$ cat config.mk
export PLATFORM = sky130hd
export DESIGN_NAME = array_loader
export DESIGN_NICKNAME = d
export VERILOG_FILES = /design/src/rtl/array_loader.sv
export SDC_FILE = /design/constraint.sdc
export NUM_CORES = 1
export LEC_CHECK = 0
export BUFFER_PORTS_ARGS = -buffer_cell sky130_fd_sc_hd__clkbuf_2
export CORE_AREA = 2 2 254 256
export DETAILED_ROUTE_END_ITERATION = 6
export DIE_AREA = 0 0 256 258
export PLACE_DENSITY = 0.69
export SLEW_MARGIN = 10
export SYNTH_ARGS = -nofsm -noshare
export SYNTH_HDL_FRONTEND = slang
export SYNTH_SLANG_ARGS = --single-unit
$ cat constraint.sdc
create_clock -name clk -period 1.9 [get_ports clk]
set_clock_uncertainty 0.05 [all_clocks]
set_input_delay 0.19 -clock clk [delete_from_list [all_inputs] [get_ports clk]]
set_output_delay 0.19 -clock clk [all_outputs]
set_load 0.01 [all_outputs]
$ cat src/rtl/array_loader.sv
// Loads a 512-bit packed array (up to 8 x 64-bit elements) into data memory and stalls the CPU until done.
// Latency: first write is presented the cycle after start; done rises the cycle after the last acceptance.
// Backpressure: mem_we acts as valid, mem_ready as ready; address and data hold while mem_ready is low.
// Optional feature: define ARRAY_LOADER_CHECKSUM_EN to add a 64-bit running checksum output.
module array_loader #(
    parameter logic [63:0] BASE_ADDR = 64'd0,
    parameter int          NUM_ELEMS = 8
) (
    input  logic         clk,
    input  logic         reset,
    input  logic         start,
    input  logic [511:0] load_data,
    output logic [63:0]  mem_addr,
    output logic [63:0]  mem_wdata,
    output logic         mem_we,
    input  logic         mem_ready,
    output logic         cpu_hold,
    output logic         busy,
    output logic         done,
    output logic [3:0]   count
`ifdef ARRAY_LOADER_CHECKSUM_EN
    ,
    output logic [63:0]  checksum
`endif
);

    localparam logic [3:0] LAST = 4'(NUM_ELEMS);

    typedef enum logic [1:0] {
        S_IDLE  = 2'd0,
        S_WRITE = 2'd1,
        S_DONE  = 2'd2
    } state_t;

    state_t         state_q,     state_d;
    logic [511:0]   shadow_q,    shadow_d;
    logic [3:0]     count_q,     count_d;
    logic [63:0]    mem_addr_q,  mem_addr_d;
    logic [63:0]    mem_wdata_q, mem_wdata_d;
    logic           mem_we_q,    mem_we_d;
    logic [3:0]     cnt_inc;
    logic [2:0]     nxt_idx;
    logic           capture;
    logic           accept;

`ifdef ARRAY_LOADER_CHECKSUM_EN
    logic [63:0]    checksum_q,  checksum_d;
`endif

    // Next-state logic: capture on start outside WRITE, step through elements on each accepted write.
    always_comb begin
        state_d     = state_q;
        shadow_d    = shadow_q;
        count_d     = count_q;
        mem_addr_d  = mem_addr_q;
        mem_wdata_d = mem_wdata_q;
        mem_we_d    = mem_we_q;
        cnt_inc     = count_q + 4'd1;
        // Zero-based index of the element that follows the one currently presented.
        nxt_idx     = cnt_inc[2:0];
        capture     = 1'b0;
        accept      = 1'b0;

        case (state_q)
            S_IDLE, S_DONE: begin
                capture = start;
            end
            S_WRITE: begin
                // start is deliberately ignored here so an in-flight load cannot be disturbed.
                accept = mem_we_q && mem_ready;
                if (accept) begin
                    count_d = cnt_inc;
                    if (cnt_inc == LAST) begin
                        state_d  = S_DONE;
                        mem_we_d = 1'b0;
                    end else begin
                        mem_addr_d  = mem_addr_q + 64'd8;
                        mem_wdata_d = shadow_q[{nxt_idx, 6'b0} +: 64];
                    end
                end
            end
            default: begin
                state_d  = S_IDLE;
                mem_we_d = 1'b0;
            end
        endcase

        if (capture) begin
            state_d     = S_WRITE;
            shadow_d    = load_data;
            count_d     = 4'd0;
            mem_addr_d  = BASE_ADDR;
            mem_wdata_d = load_data[63:0];
            mem_we_d    = 1'b1;
        end
    end

`ifdef ARRAY_LOADER_CHECKSUM_EN
    // Running sum of accepted write data, restarted whenever a new array is captured.
    always_comb begin
        checksum_d = checksum_q;
        if (capture) begin
            checksum_d = 64'd0;
        end else if (accept) begin
            checksum_d = checksum_q + mem_wdata_q;
        end
    end

    // Checksum register.
    always_ff @(posedge clk) begin
        if (reset) begin
            checksum_q <= 64'd0;
        end else begin
            checksum_q <= checksum_d;
        end
    end

    assign checksum = checksum_q;
`endif

    // State and registered memory-port outputs; reset aborts any load in flight.
    always_ff @(posedge clk) begin
        if (reset) begin
            state_q     <= S_IDLE;
            shadow_q    <= '0;
            count_q     <= 4'd0;
            mem_addr_q  <= 64'd0;
            mem_wdata_q <= 64'd0;
            mem_we_q    <= 1'b0;
        end else begin
            state_q     <= state_d;
            shadow_q    <= shadow_d;
            count_q     <= count_d;
            mem_addr_q  <= mem_addr_d;
            mem_wdata_q <= mem_wdata_d;
            mem_we_q    <= mem_we_d;
        end
    end

    assign mem_addr  = mem_addr_q;
    assign mem_wdata = mem_wdata_q;
    assign mem_we    = mem_we_q;
    assign count     = count_q;
    assign busy      = (state_q == S_WRITE);
    assign done      = (state_q == S_DONE);
    // The CPU is held until the array is completely in memory.
    assign cpu_hold  = (state_q != S_DONE);

endmodule

# Yosys cells after proc, flatten, opt, wreduce, memory -nomap -nowiden
# Cells that the tools add are included.
[op_classes] n_addsub=2 multipliers=0 div=0 n_lt_le_gt_ge=0 n_eq_ne=10 shifts=1 mux=13 bitwise=2 n_reduce_logical=11
[op_table] cell="$shiftx A512 B10 Y64" count=1
[op_table] cell="$mux W64" count=4
[op_table] cell="$add A64 B4 Y64 const B" count=1
[op_table] cell="$reduce_and A3 Y1" count=4
[op_table] cell="$ne A2 B2 Y1 const B" count=3
[op_table] cell="$ne A3 B1 Y1 const B" count=2
[op_table] cell="$mux W1" count=5
[op_table] cell="$add A4 B1 Y4 const B" count=1
[op_table] cell="$eq A4 B4 Y1 const B" count=1
[op_table] cell="$mux W2" count=2
[op_table] cell="$ne A2 B1 Y1 const B" count=2
[op_table] cell="$pmux W2 S2" count=1
[op_table] cell="$reduce_bool A2 Y1" count=2
[op_table] cell="$reduce_or A2 Y1" count=2
[op_table] cell="$eq A2 B1 Y1 const B" count=1
[op_table] cell="$eq A2 B2 Y1 const B" count=1
[op_table] cell="$logic_not A2 Y1" count=1
[op_table] cell="$not A1 Y1" count=2
[op_table] cell="$pmux W1 S2" count=1
[op_table] cell="$reduce_and A2 Y1" count=1
[op_table] cell="$logic_and A1 B1 Y1" count=1
[word_totals] reg_bits=647 latchBits=0 ramBits=0 mem_bits_ro=0 inputBits=516 output_inout_bits=136 mem_count=0

# Logic depth before layout (Yosys ltp)
# Gate-level depths: netlist of the first run.
[logic_depth] word_depth=6 ltp_mapped=9 depth_no_buf=6

# Least setup slack after synthesis of the first run
# OpenSTA, ideal clock, no wires.
[synth_timing] kind="register to register" start="register count_q[1] (netlist: count[1])" end="register mem_wdata_q[15] (netlist: mem_wdata[15])" setup_ns=0.086 t_arrival_ns=2.071 slack_ns=-0.307 path_stages_with_launch=10 path_buffers=3 path_cell_list="dfxtp_1 ha_1 nand3b_1 o21a_1 buf_2 o21ai_1 buf_2 buf_1 a21oi_1 a211oi_1"
[synth_via] elab_chain_len=6
[synth_lines] item="start: declaration" line="37" text="logic [3:0] count_q, count_d;"
[synth_lines] item="start signal: assignment" line="133" text="count_q <= count_d;"
[synth_lines] item="$add A4 B1 Y4 (*)" line="58" text="cnt_inc = count_q + 4'd1;"
[synth_lines] item="$shiftx A512 B10 Y64" line="78" text="mem_wdata_d = shadow_q[{nxt_idx, 6'b0} +: 64];"
[synth_lines] item="$mux W64" line="73" text="if (cnt_inc == LAST) begin"
[synth_lines] item="$mux W64" line="71" text="if (accept) begin"
[synth_lines] item="$mux W64" line="64" text="case (state_q)"
[synth_lines] item="$mux W64" line="88" text="if (capture) begin"
[synth_lines] item="end signal: assignment" line="135" text="mem_wdata_q <= mem_wdata_d;"
[synth_lines] item="end: declaration" line="39" text="logic [63:0] mem_wdata_q, mem_wdata_d;"
# Mark *: on every way between the ends. The rest lies on a longest branch, timed or not. The select of a mux whose other input is x is not followed.
# A chain may end at the register's enable or synchronous reset.

# Final worst setup path of the first run
[layout_timing] start="register mem_addr_q[3] (netlist: mem_addr[3])" end="register mem_addr_q[41] (netlist: mem_addr[41])"
[layout_via] elab_chain_len=1
[layout_lines] item="start: declaration" line="38" text="logic [63:0] mem_addr_q, mem_addr_d;"
[layout_lines] item="start signal: assignment" line="134" text="mem_addr_q <= mem_addr_d;"
[layout_lines] item="$add A64 B4 Y64" line="77" text="mem_addr_d = mem_addr_q + 64'd8;"
# Every way passes these cells.

==> results of run 1 <==
==> path summary, 6_finish.rpt <==
path | endpoint | slack [ns] | depth (start not counted)
setup / recovery | mem_addr[41]$_SDFFE_PP0P_ | -0.17 | 8
hold / removal | mem_we$_SDFFE_PP0P_ | 0.12 | 4
setup reg to reg | mem_addr[41]$_SDFFE_PP0P_ | -0.17 | 8
hold reg to reg | shadow_q[496]$_SDFFE_PP0P_ | 0.40 | 2
==> power groups by stage <==
stage          Clock (W)  Combinational [W]  Sequential [W]
6_report          0.0134            0.00564          0.0148
5_1_grt           0.0141            0.00600          0.0148
4_1_cts           0.0135            0.00515          0.0147
3_5_place_dp           0            0.00404          0.0150
3_3_place_gp           0            0.00400          0.0150
2_1_floorplan          0            0.00224          0.0149
==> layout make-up <==
class	count	area [sq um]	area share
inverter	6	22.5	0.000524
sequential	643	12900	0.301
antenna	2	5.00	0.000116
multi-input combinational	2513	14600	0.339
timing repair buffer	1459	12100	0.282
clock buffer	102	2020	0.0471
clock inverter	20	208	0.00483
tap	855	1070	0.0249
==> cells in the mapped netlist (all sizes together), types with 4 or more instances <==
library cell | n | share of area
nand2 | 1061 | 0.15
o211ai | 6 | 0.0016
a22oi | 129 | 0.035
or3 | 18 | 0.0041
nand3 | 86 | 0.016
xnor2 | 4 | 0.0013
buf | 40 | 0.0068
mux2i | 259 | 0.095
and3 | 8 | 0.0018
nor2 | 93 | 0.013
inv | 6 | 0.00082
and4 | 5 | 0.0016
dfxtp | 643 | 0.47
nor4 | 10 | 0.0036
a21oi | 621 | 0.11
a211oi | 64 | 0.018
nand4 | 14 | 0.0040
o41ai | 4 | 0.0013
o21ai | 19 | 0.0035
xor2 | 13 | 0.0042
o2111ai | 7 | 0.0022
o31ai | 24 | 0.0066
and2 | 7 | 0.0016
or4 | 27 | 0.0074
o21a | 6 | 0.0016
clkbuf | 249 | 0.034
==> stage by stage <==
step / power (W) / setup WS [ns] / util / cell area [sq um] / setup TNS [ns]
final: 0.0338 / -0.174 / 0.675 / 43000 / -6.87
after global routing: 0.0349 / -0.245 / 0.675 / 43000 / -14.25
after CTS: 0.0334 / -0.105 / 0.657 / 41800 / -3.83
after detailed placement: 0.0190 / -0.237 / 0.523 / 33300 / -14.28
after global placement: 0.0190 / -0.201 / 0.523 / 33300 / -10.29
after floorplan: 0.0171 / -0.0707 / - / 27700 / -1.14
==> logic make-up after synthesis <==
group / Yosys count
flip-flops: 643
XOR/XNOR: 17
adder cells (fa/ha/maj): 3
AO/OA/AOI/OAI: 884
buffers and inverters: 295
multiplexers: 259
other: 1
AND/OR/NAND/NOR: 1346
==> what timing repair did <==
action                                  in CTS  in global routing
cloned                                      17                 10
buffers inserted                            34                 18
pin swaps                                   63                 70
hold endpoints to repair                   577                  0
endpoints found under the setup margin     112                118
gates resized for setup                    109                167
hold buffers                               515                  0
==> per-layer routing <==
layer | wire length, um | up-vias | part of all wire | GRT usage
met5 | 100 | - | 0.00084 | 0
met4 | 7870 | 16 | 0.066 | 0.218
met3 | 10700 | 543 | 0.090 | 0.0863
met2 | 55500 | 1872 | 0.47 | 0.536
met1 | 44500 | 14800 | 0.38 | 0.400
li1 | - | 14300 | - | -
==> critical path: stages (launching register included) <==
cell	delay, ns
dfxtp_4	0.36
ha_4	0.12
and4_4	0.19
nor3b_4	0.26
buf_6	0.15
nand2_4	0.05
buf_6	0.13
or4_4	0.54
a21oi_2	0.15
==> flip-flops by register name, summed over array words and instances, names as in the netlist <==
name	cells
count	4
state_q	1
mem_wdata	64
shadow_q	512
mem_addr	61
mem_we	1
==> flow_metrics.tcl, run 1 <==
set metrics [dict create \
    outcome "finished with violations" \
    violations "DRC, setup timing" \
    yosys_most_used_dff "dfxtp_1" \
    ys_ff_latch 643 \
    drt_iter0_drc 3304 \
    synth_compound_area_frac 0.184 \
    synthMuxAreaShare 0.0946 \
    synth_edf_count 0 \
    die_y_um 258 \
    cts.path.max_buffers 3 \
    place_congestion 0.895 \
    final_common_cell "nand2_1" \
    rr_startpoint "mem_addr[3]$_SDFFE_PP0P_" \
    nFillCells 4530 \
    crit_fanout 6 \
    root_buffer "clkbuf_16" \
    hpwlAfterDp_um 67900 \
    ant_nets 0 \
    p_int_w 0.0247 \
    ir_drop_mv 0.678 \
    grt_max_degree 142 \
    clk_latency_ns 0.60 \
    worstPathArrival_ns 2.55 \
    drive_gt1_frac 0.273 \
    initial_core_util 0.431 \
    hp-class "input port to register" \
    combPwrFrac 0.167 \
    core_area_sq_um 63600 \
    cts_max_level 3 \
    syn_inst 3448 \
    clk_pin_slew_ns 0.06 \
    maxCapViolations 0 \
    relSlewSlack 0.471 \
    dieArea_sq_um 66000 \
    ios 652 \
    drtPass1Iterations 7 \
    placedCellCount 4888 \
    power_frac_clock 0.397 \
    grt_antenna_before_repair 10 \
    die_w_um 256 \
    synth_xor_area_frac 0.00543 \
    setup_violations 98 \
    drt-vias-per-instance 5.65 \
    rsz0062_at_grt "true" \
    track_usage 0.335 \
    nets 5210 \
    tightest_slew_ns 0.794 \
    p_switching_w 0.00909 \
    hold_start "start" \
    crit_required_ns 2.38 \
    whs_ns 0.120 \
    drc_errors 1 \
    numCtsBuffers 68 \
    setup_ws_ns -0.174 \
    synth_top_family_by_area "simple AND/OR/NAND/NOR gates" \
    mostFrequentLayoutCells "nand2_1, clkbuf_2, dfxtp_1" \
    synthToLayoutAreaGrowth_pct 56.8 \
    ys_seq_area_frac 0.470 \
    synthSimpleGateAreaFrac 0.203 \
    setup.worst_path.class "register to register" \
    synthesis.yosys.warnings 0 \
    io_buffers 648 \
    hold_violations 0 \
    p_leak_nw 17.0 \
    rows 93 \
    worstSetupStartpoint "mem_addr[3]$_SDFFE_PP0P_" \
    p_per_area_nw_per_um2 787 \
    wl_per_cell_um 21.2 \
    start_kind "register" \
    overflow 0 \
    p_sw_frac 0.269 \
    power_frac_seq 0.437 \
    cts_tree "built" \
    synth.distinct_cells 48 \
    syn_avg_cell_area_sq_um 7.95 \
    crit_path_end_kind "register" \
    grt_pass1_vias 30800 \
    finalCriticalPeriod_ns 2.07 \
    final_cells 5600 \
    synth_adder_area_share 0.00137 \
    via_count 31600 \
    cts_sinks 643 \
    grt_pass1_wl_um 175000 \
    async_reset_ff_frac 0 \
    drt-total-wl_um 119000 \
    period_share 1.09 \
    syn-cell-area_sq_um 27400 \
    max_freq_ghz 0.482 \
    slew_violations 0 \
]
Power figures use the tool's default switching activity.
==> inputs of run 2 (changes only) <==
--- a/config.mk
+++ b/config.mk
@@ -6,10 +6,8 @@
 export NUM_CORES = 1
 export LEC_CHECK = 0
 export BUFFER_PORTS_ARGS = -buffer_cell sky130_fd_sc_hd__clkbuf_2
-export CORE_AREA = 2 2 254 256
+export CORE_UTILIZATION = 30
 export DETAILED_ROUTE_END_ITERATION = 6
-export DIE_AREA = 0 0 256 258
-export PLACE_DENSITY = 0.69
 export SLEW_MARGIN = 10
 export SYNTH_ARGS = -nofsm -noshare
 export SYNTH_HDL_FRONTEND = slang
==> run 2 against run 1 <==
- the run still ends with DRC, setup timing left
- cell count increased by 6.5%
- total power increased by 3.8%
- fmax decreased by 0.26%
- routed wire length decreased by 2.7%
- count of clock-buffer cells in the layout increased by 6
- sequential cell count unchanged
- sequential power about the same
- non-clock buffer count increased by 28
- critical path depth increased by 1
- critical endpoint is now mem_wdata[45]$_SDFFE_PP0P_
==> flow_metrics.tcl, run 2 (same netlist as run 1, synthesis figures left out) <==
set metrics [dict create \
    drt-vias-per-instance 5.07 \
    p_per_area_nw_per_um2 808 \
    setup.worst_path.class "register to register" \
    slew_violations 0 \
    drt-total-wl_um 115000 \
    wl_per_cell_um 19.4 \
    initial_core_util 0.304 \
    rsz0062_at_grt "true" \
    track_usage 0.227 \
    setup_violations 108 \
    ir_drop_mv 0.686 \
    worstPathArrival_ns 2.56 \
    r2r-end "mem_wdata[45]$_SDFFE_PP0P_" \
    hpwlAfterDp_um 72400 \
    largest_register "shadow_q" \
    synthToLayoutAreaGrowth_pct 58.4 \
    worst-r2r-setup-slack_ns -0.18 \
    drive_gt1_frac 0.274 \
    tightest_slew_ns 0.612 \
    rows 110 \
    drt_iter0_drc 2434 \
    final_common_cell "nand2_1" \
    die_w_um 304 \
    finalCriticalPeriod_ns 2.08 \
    cts_sinks 643 \
    cts_tree "built" \
    grt_antenna_before_repair 10 \
    overflow 0 \
    root_buffer "clkbuf_16" \
    period_share 1.09 \
    dieArea_sq_um 92600 \
    grt_pass1_wl_um 167000 \
    setup_ws_ns -0.179 \
    clk_pin_slew_ns 0.06 \
    finalSetupTns_ns -12.86 \
    ant_nets 0 \
    r2r_cells 9 \
    nets 5242 \
    start_kind "register" \
    violations "DRC, setup timing" \
    die_y_um 304 \
    relSlewSlack 0.592 \
    crit_path_end_kind "register" \
    crit_required_ns 2.38 \
    nFillCells 8353 \
    clk_latency_ns 0.62 \
    cts.path.max_buffers 3 \
    outcome "finished with violations" \
    core_area_sq_um 90300 \
    ios 652 \
    io_buffers 648 \
    place_congestion 0.851 \
    whs_path_depth 4 \
    maxCapViolations 0 \
    grt_max_degree 121 \
    drc_errors 4 \
    max_freq_ghz 0.481 \
    min_to "shadow_q[255]$_SDFFE_PP0P_" \
    mostFrequentLayoutCells "nand2_1, clkbuf_2, dfxtp_1" \
    crit_fanout 14 \
    largest_reg_flops 512 \
    hold_start "start" \
    grt_pass1_vias 29700 \
    numCtsBuffers 73 \
    drtPass1Iterations 7 \
    cts_max_level 3 \
    whs_ns 0.0797 \
    via_count 30200 \
    rr_startpoint "count[1]$_SDFFE_PP0P_" \
    hp-class "input port to register" \
    p_leak_nw 17.1 \
    hold_violations 0 \
]
-- run 2: worst max path at each step --
stage	slack, ns	endpoint	startpoint	depth (start not counted)
2_1_floorplan	-0.07	mem_addr[55]$_SDFFE_PP0P_	mem_addr[36]$_SDFFE_PP0P_	5
3_3_place_gp	-0.21	mem_wdata[7]$_SDFFE_PP0P_	count[0]$_SDFFE_PP0P_	8
3_5_place_dp	-0.20	mem_wdata[58]$_SDFFE_PP0P_	count[1]$_SDFFE_PP0P_	8
4_1_cts	-0.16	mem_wdata[27]$_SDFFE_PP0P_	count[0]$_SDFFE_PP0P_	8
5_1_grt	-0.25	mem_wdata[63]$_SDFFE_PP0P_	count[0]$_SDFFE_PP0P_	9
6_report	-0.18	mem_wdata[45]$_SDFFE_PP0P_	count[1]$_SDFFE_PP0P_	9
-- run 2: critical path, stage by stage (launching register included) --
cell	delay [ns]
dfxtp_4	0.37
ha_4	0.18
or2_1	0.23
o21a_4	0.15
buf_12	0.13
o21ai_4	0.14
buf_12	0.19
clkbuf_16	0.22
a21oi_1	0.08
a211oi_1	0.23
-- run 2: per-stage QoR --
stage	instance area [sq um]	total power [W]	cells	utilization	setup WS, ns
6_report	43400	0.0351	5964	0.481	-0.179
5_1_grt	43400	0.0363	5962	0.481	-0.248
4_1_cts	42400	0.0350	5928	0.470	-0.161
3_5_place_dp	34000	0.0192	5257	0.377	-0.200
3_3_place_gp	34000	0.0191	5257	0.377	-0.210
2_1_floorplan	27700	0.0171	3450	-	-0.0707
-- run 2: report_power, final --
part,internal (W),leakage (nW),switching (W)
Sequential,0.0143,5.29,0.000459
Clock,0.00881,1.25,0.00603
Combinational,0.00264,10.5,0.00290
Total,0.0257,17.1,0.00938
-- run 2: repair_timing --
| item | in CTS | in global routing |
|---|---|---|
| cloned | 6 | 16 |
| setup buffers | 15 | 15 |
| setup endpoints to repair | 111 | 124 |
| pin swaps | 39 | 33 |
| resized for setup | 93 | 115 |
| hold buffers | 517 | 0 |
| endpoints found under the hold margin | 577 | 0 |
-- run 2: area by class of cell --
| type | count | area [sq um] | share of cell area |
|---|---|---|---|
| diodes | 7 | 17.5 | 0.000403 |
| inverters | 6 | 22.5 | 0.000519 |
| flip-flops and latches | 643 | 12900 | 0.298 |
| multi-input cells | 2512 | 14400 | 0.332 |
| clock inverters | 25 | 308 | 0.00709 |
| repair buffers | 1487 | 12000 | 0.277 |
| well taps | 1176 | 1470 | 0.0339 |
| clock buffers | 108 | 2210 | 0.0510 |
-- run 2: routing by layer --
layer / up-vias / routed length, um / track usage
met1: 14200 / 48500 / 0.283
met5: - / 22 / 0
li1: 14400 / - / -
met3: 338 / 6910 / 0.0358
met4: 4 / 6050 / 0.124
met2: 1231 / 54000 / 0.373
